--- config.mk ---
export PLATFORM = sky130hd
export DESIGN_NAME = stall_pipe_n
export DESIGN_NICKNAME = d
export VERILOG_FILES = /design/src/rtl/stall_pipe_pkg.sv /design/src/rtl/stall_pipe_lane.sv /design/src/rtl/stall_pipe_n.sv
export SDC_FILE = /design/constraint.sdc
export NUM_CORES = 1
export LEC_CHECK = 0
export BUFFER_PORTS_ARGS = -buffer_cell sky130_fd_sc_hd__clkbuf_2
export CORE_MARGIN = 8
export CORE_UTILIZATION = 52
export DETAILED_ROUTE_END_ITERATION = 7
export PLACE_DENSITY = 0.7
export SYNTH_ARGS = -nofsm -noshare
export SYNTH_HDL_FRONTEND = slang
export SYNTH_HIERARCHICAL = 1
export SYNTH_SLANG_ARGS = --single-unit
export TNS_END_PERCENT = 20
--- constraint.sdc ---
create_clock -name clk -period 5.9 [get_ports clk]
set_clock_uncertainty 0.05 [all_clocks]
set_input_delay 0.59 -clock clk [delete_from_list [all_inputs] [get_ports clk]]
set_output_delay 0.59 -clock clk [all_outputs]
set_load 0.03 [all_outputs]
--- src/rtl/stall_pipe_pkg.sv ---
// Shared types, legal depth range and the conditional-negation helper
// used by both arithmetic lanes of stall_pipe_n.
package stall_pipe_pkg;

  typedef enum logic {
    OP_ADD = 1'b0,
    OP_SUB = 1'b1
  } op_e;

  localparam int DEPTH_MIN = 2;
  localparam int DEPTH_MAX = 16;

  // Widest operand the helper handles; callers truncate to their own width,
  // which is exact because two's-complement negation is modular.
  localparam int NEG_W = 64;

  function automatic logic [NEG_W-1:0] neg_if(input op_e op, input logic [NEG_W-1:0] x);
    return (op == OP_SUB) ? (~x + NEG_W'(1)) : x;
  endfunction

endpackage

--- src/rtl/stall_pipe_lane.sv ---
// One arithmetic lane of stall_pipe_n: stage-0 operand pairing, stage-1 sum
// and the delay line. ASSOC=0 forms (a+b)+/-c, ASSOC=1 forms (a+/-c)+b.
// STALL_PIPE_N_ASSERT_EN adds a per-stage sum port used by the top's checks.
module stall_pipe_lane
  import stall_pipe_pkg::*;
#(
  parameter int W     = 16,
  parameter int DEPTH = 4,
  parameter int ASSOC = 0
) (
  input  logic         clk,
  input  logic         rst_n,
  input  logic         adv_i,
  input  op_e          op_i,
  input  logic [W-1:0] a_i,
  input  logic [W-1:0] b_i,
  input  logic [W-1:0] c_i,
  output logic [W-1:0] sum_last_o
`ifdef STALL_PIPE_N_ASSERT_EN
  ,
  output logic [DEPTH-1:0][W-1:0] stage_sum_o
`endif
);

  logic [W-1:0] c_sel;
  logic [W-1:0] x_d, y_d;
  logic [W-1:0] x_q, y_q;
  logic [W-1:0] s_q [1:DEPTH-1];

  assign c_sel = W'(neg_if(op_i, NEG_W'(c_i)));

  generate
    if (ASSOC == 0) begin : g_assoc_a
      assign x_d = a_i + b_i;
      assign y_d = c_sel;
    end else begin : g_assoc_b
      assign x_d = a_i + c_sel;
      assign y_d = b_i;
    end
  endgenerate

  // Data registers advance regardless of valid bits; only hold freezes them.
  always_ff @(posedge clk or negedge rst_n) begin
    if (!rst_n) begin
      x_q <= '0;
      y_q <= '0;
      for (int i = 1; i < DEPTH; i++) begin
        s_q[i] <= '0;
      end
    end else if (adv_i) begin
      x_q    <= x_d;
      y_q    <= y_d;
      s_q[1] <= x_q + y_q;
      for (int i = 2; i < DEPTH; i++) begin
        s_q[i] <= s_q[i-1];
      end
    end
  end

  assign sum_last_o = s_q[DEPTH-1];

`ifdef STALL_PIPE_N_ASSERT_EN
  genvar gi;
  assign stage_sum_o[0] = x_q + y_q;
  generate
    for (gi = 1; gi < DEPTH; gi++) begin : g_stage_sum
      assign stage_sum_o[gi] = s_q[gi];
    end
  endgenerate
`endif

endmodule

--- src/rtl/stall_pipe_n.sv ---
// Two-lane checked three-operand pipe with valid tracking, backpressure,
// flush and sticky lane-mismatch flag. STALL_PIPE_N_ASSERT_EN enables checks.
module stall_pipe_n
  import stall_pipe_pkg::*;
#(
  parameter int W     = 16,
  parameter int DEPTH = 4
) (
  input  logic         clk,
  input  logic         rst_n,
  input  logic         stall,
  input  logic         flush,
  input  logic         in_valid,
  output logic         in_ready,
  input  logic         mode,
  input  logic [W-1:0] a,
  input  logic [W-1:0] b,
  input  logic [W-1:0] c,
  output logic         out_valid,
  input  logic         out_ready,
  output logic [W-1:0] out_data,
  output logic         mismatch
);

  genvar gi;

  logic             hold;
  logic             advance;
  op_e              op;
  logic [DEPTH-1:0] valid_q, valid_d;
  logic             mismatch_q, mismatch_d;
  logic [W-1:0]     sum_a, sum_b;

  generate
    if (DEPTH < DEPTH_MIN || DEPTH > DEPTH_MAX) begin : g_depth_check
      $error("stall_pipe_n: DEPTH out of range");
    end
  endgenerate

  assign op       = op_e'(mode);
  assign hold     = stall | (out_valid & ~out_ready);
  assign advance  = ~hold;
  assign in_ready = ~hold & ~flush;

`ifdef STALL_PIPE_N_ASSERT_EN
  logic [DEPTH-1:0][W-1:0] stage_a, stage_b;
`endif

  stall_pipe_lane #(.W(W), .DEPTH(DEPTH), .ASSOC(0)) u_lane_a (
    .clk        (clk),
    .rst_n      (rst_n),
    .adv_i      (advance),
    .op_i       (op),
    .a_i        (a),
    .b_i        (b),
    .c_i        (c),
    .sum_last_o (sum_a)
`ifdef STALL_PIPE_N_ASSERT_EN
    ,
    .stage_sum_o(stage_a)
`endif
  );

  stall_pipe_lane #(.W(W), .DEPTH(DEPTH), .ASSOC(1)) u_lane_b (
    .clk        (clk),
    .rst_n      (rst_n),
    .adv_i      (advance),
    .op_i       (op),
    .a_i        (a),
    .b_i        (b),
    .c_i        (c),
    .sum_last_o (sum_b)
`ifdef STALL_PIPE_N_ASSERT_EN
    ,
    .stage_sum_o(stage_b)
`endif
  );

  // Flush beats hold for the valid bits only; data still follows hold.
  always_comb begin
    valid_d = valid_q;
    if (flush) begin
      valid_d = '0;
    end else if (advance) begin
      valid_d = {valid_q[DEPTH-2:0], in_valid & in_ready};
    end
  end

  always_comb begin
    mismatch_d = mismatch_q | (out_valid & (sum_a != sum_b));
  end

  always_ff @(posedge clk or negedge rst_n) begin
    if (!rst_n) begin
      valid_q    <= '0;
      mismatch_q <= 1'b0;
    end else begin
      valid_q    <= valid_d;
      mismatch_q <= mismatch_d;
    end
  end

  assign out_valid = valid_q[DEPTH-1];
  assign out_data  = sum_a;
  assign mismatch  = mismatch_q;

`ifdef STALL_PIPE_N_ASSERT_EN
  logic init_q = 1'b1;

  always_ff @(posedge clk) begin
    init_q <= 1'b0;
  end

  always_comb begin
    assume (!rst_n == init_q);
  end

  generate
    for (gi = 0; gi < DEPTH; gi++) begin : g_inv
      a_stage_inv: assert property (@(posedge clk) disable iff (!rst_n)
        stage_a[gi] == stage_b[gi]);
    end
  endgenerate

  a_no_mismatch: assert property (@(posedge clk) disable iff (!rst_n) !mismatch);

  a_hold_data: assert property (@(posedge clk) disable iff (!rst_n)
    hold |=> $stable(out_data));

  a_hold_valid: assert property (@(posedge clk) disable iff (!rst_n)
    (hold && !flush) |=> $stable(out_valid));
`endif

endmodule

==> flow_metrics.env <==
export IMPL_status="finished clean"
export IMPL_final_setup_tns_ps=0
export IMPL_drv_cap=0
export IMPL_drc_errors=0
export IMPL_power_per_cell_area_nw_per_um2=408.5
export IMPL_area_growth_pct=9.591
export IMPL_post_cts_buffers=0
export IMPL_hpwl_um=17540
export IMPL_die_w_um=155.5
export IMPL_worstReg2RegStart="valid_q[3]$_DFFE_PN0P_"
export IMPL_crit_type="input port to flip-flop"
export IMPL_yosysSeqAreaShare_pct=40.79
export IMPL_power_switching_mw=1.696
export IMPL_cts_made_buffers=17
export IMPL_clock_latency_ps=430
export IMPL_fin_crit_ps=3423
export IMPL_clock_sinks=165
export IMPL_place_ws_ps=2128
export IMPL_die_area_um2=24190
export IMPL_start_util_pct=52.53
export IMPL_synthCells=967
export IMPL_crit_path_max_fanout=7
export IMPL_hold_buffers=0
export IMPL_setup_slack_ps=2477
export IMPL_hp_class="input port to async pin"
export IMPL_slew_headroom_pct=32.18
export IMPL_wire_per_inst_um=18.73
export IMPL_setup_violations=0
export IMPL_finalHoldViolations=0
export IMPL_avgSynthCellArea_um2=10.47
export IMPL_sequentialPowerShare_pct=40.3
export IMPL_p_int_mw=2.836
export IMPL_final_max_slew_viol_count=0
export IMPL_grt_max_degree=120
export IMPL_cts_tree="built"
export IMPL_drt_pass1_iter_count=5
export IMPL_vias_per_cell=5.815
export IMPL_first_global_vias=7209
export IMPL_clk_pin_slew_ps=70
export IMPL_row_count=51
export IMPL_antenna_found_initial=0
export IMPL_grt_pass1_wl_um=38780
export IMPL_crit_start="c[3]"
export IMPL_vdd_drop_max_v=0.0002060
export IMPL_syn_area_um2=10120
export IMPL_synth_ff_type="dfrtp_1"
export IMPL_p_clk_share_pct=24.4
export IMPL_startpoint_type="input port"
export IMPL_grt_total_usage_pct=20.35
export IMPL_portBuffers=73
export IMPL_crit_arrival_ps=3660
export IMPL_drt_iter0_markers=515
export IMPL_hold_slack_ps=238.9
export IMPL_diodes=0
export IMPL_io_pins=74
export IMPL_grt_setup_unrepaired="no"
export IMPL_place_congestion=0.9397
export IMPL_coreArea_um2=19270
export IMPL_async_reset_ff_share_pct=100.0
export IMPL_cts_root_buf="clkbuf_16"
export IMPL_synth_nets=1091
export IMPL_ant_nets=0
export IMPL_r2r_cells=6
export IMPL_cts_resized=0
export IMPL_tightest_slew_ps=1017
export IMPL_fp_dieH_um=155.5
export IMPL_htree_num_levels=4
export IMPL_clk_path_buf_depth=2
export IMPL_routed_wl_um=23850
export IMPL_worst_setup_path_end_kind="flip-flop"
export IMPL_swShare_pct=37.42
export IMPL_timing_rr_end="u_lane_a/s_q[46]$_DFFE_PN0P_"
export IMPL_fin_nets=1119
export IMPL_power_share_combinational_pct=35.3
export IMPL_synth_edf_count=0
export IMPL_synth_seq_cells=165
export IMPL_synth_cell_types=64
export IMPL_ys_warn_count=6
export IMPL_cp_required_ps=6140
export IMPL_min_period_over_period_pct=58.02
export IMPL_reg2reg_slack_ps=3160
export IMPL_drive_gt1_share_pct=22.32
export IMPL_grt_ovfl_total=0
export IMPL_leakagePower_nw=4.936
export IMPL_clock_fmax_mhz=292.1
export IMPL_vias=7403
==> power groups by stage <==
stage	clock network, mW	registers, mW	logic, mW
floorplan	0	1.68	1.40
detailed placement	0	1.85	1.58
finish	1.10	1.83	1.60
global placement	0	1.84	1.55
CTS	1.13	1.83	1.59
global route	1.18	1.88	1.77
==> cell families after synthesis <==
logic type               synth area share, %
adder cells (fa/ha/maj)                8.825
buffers and inverters                  4.672
AO/OA/AOI/OAI                          16.12
multiplexers                           12.51
XOR/XNOR                               6.575
flip-flops                             40.79
AND/OR/NAND/NOR                        10.52
==> per-layer routing <==
| metal | up-vias | wire, µm | track usage [%] |
|---|---|---|---|
| met2 | 192 | 10260 | 29.87 |
| met1 | 3604 | 11710 | 28.97 |
| met4 | 0 | 528 | 7.116 |
| met5 | - | 0 | 0 |
| li1 | 3578 | - | - |
| met3 | 29 | 1359 | 4.598 |
==> sequential cells by signal, indices dropped and copies added (netlist names) <==
| name | flops |
|---|---|
| u_lane_b/sum_last_o | 16 |
| u_lane_a/sum_last_o | 16 |
| u_lane_a/x_q | 16 |
| u_lane_b/y_q | 16 |
| valid_q | 4 |
| u_lane_b/s_q | 32 |
| u_lane_a/s_q | 32 |
| u_lane_a/y_q | 16 |
| mismatch | 1 |
| u_lane_b/x_q | 16 |
==> placed cells by master (no fill, tap or decap), drive strengths merged, types with 8 or more instances in the layout <==
cell and n:
nand3 15, nor2 53, ha 65, a21o 29, o211ai 8, nand2b 8, mux2 108, nand2 63
o31ai 16, xor2 40, o21ai 36, dfrtp 165, a211oi 13, clkbuf 90, a21oi 63, xnor2 36
nor2b 10, a211o 9, o21a 11, or3 8, a31oi 8, inv 33, clkinv 8, nand4 10
==> cells in the mapped netlist (5+ instances only) <==
library cell	n	area share [%]
and4_1	5	0.43
o21a_1	11	0.82
o31a_1	5	0.43
buf_4	32	2.4
a31oi_1	8	0.49
nor2b_1	10	0.62
a211o_1	9	0.78
nor2_1	53	2.0
a21oi_1	62	3.1
clkbuf_1	32	1.2
a21o_1	29	2.2
xnor2_1	36	3.1
o21ai_0	34	1.7
xor2_1	40	3.5
ha_1	65	8.0
dfrtp_1	165	41
nand3_1	15	0.74
o31ai_1	14	1.0
o211ai_1	8	0.59
o2111ai_1	5	0.43
a211oi_1	13	0.96
inv_1	26	0.96
nor3_1	6	0.30
mux2_2	108	12
nand4_1	10	0.62
nand2b_1	8	0.49
o221ai_1	6	0.52
or3_1	8	0.49
nand2_1	63	2.3
and2_1	5	0.31
nor4_1	5	0.31
mux2i_1	5	0.49
==> worst max-delay path by stage <==
| stage | endpoint | slack (ps) |
|---|---|---|
| floorplan | u_lane_b/x_q[15]$_DFFE_PN0P_ | 2600 |
| global placement | u_lane_b/x_q[15]$_DFFE_PN0P_ | 2230 |
| detailed placement | u_lane_b/x_q[15]$_DFFE_PN0P_ | 2130 |
| CTS | u_lane_b/x_q[15]$_DFFE_PN0P_ | 2570 |
| global route | u_lane_b/x_q[15]$_DFFE_PN0P_ | 2370 |
| finish | u_lane_b/x_q[15]$_DFFE_PN0P_ | 2480 |
==> metrics by stage <==
stage / total power [mW] / instances / area (µm²) / util (%)
final: 4.532 / 1273 / 11090 / 57.57
after global routing: 4.823 / 1273 / 11090 / 57.57
after CTS: 4.555 / 1273 / 11090 / 57.57
after detailed placement: 3.428 / 1241 / 10500 / 54.47
after global placement: 3.384 / 1241 / 10500 / 54.47
after floorplan: 3.081 / 967 / 10120 / -
==> layout make-up <==
| type | instances | area [µm²] |
|---|---|---|
| Multi-Input combinational cell | 708 | 5529 |
| Tap cell | 265 | 331.6 |
| Timing Repair Buffer | 76 | 406.6 |
| Fill cell | 1681 | 8177 |
| Clock inverter | 14 | 157.7 |
| Clock buffer | 18 | 439.2 |
| Sequential cell | 165 | 4129 |
| Inverter | 27 | 101.3 |
==> worst max-delay path, stage by stage <==
cell,delay [ps]
clkbuf_2,170
nor4_4,350
nand3b_1,140
or4_1,440
or3_1,370
nand2_1,100
xnor2_1,170
ha_1,320
a21o_1,190
a21o_1,190
a221oi_1,330
o21a_1,180
o221ai_1,110
Power figures use the tool's default switching activity.
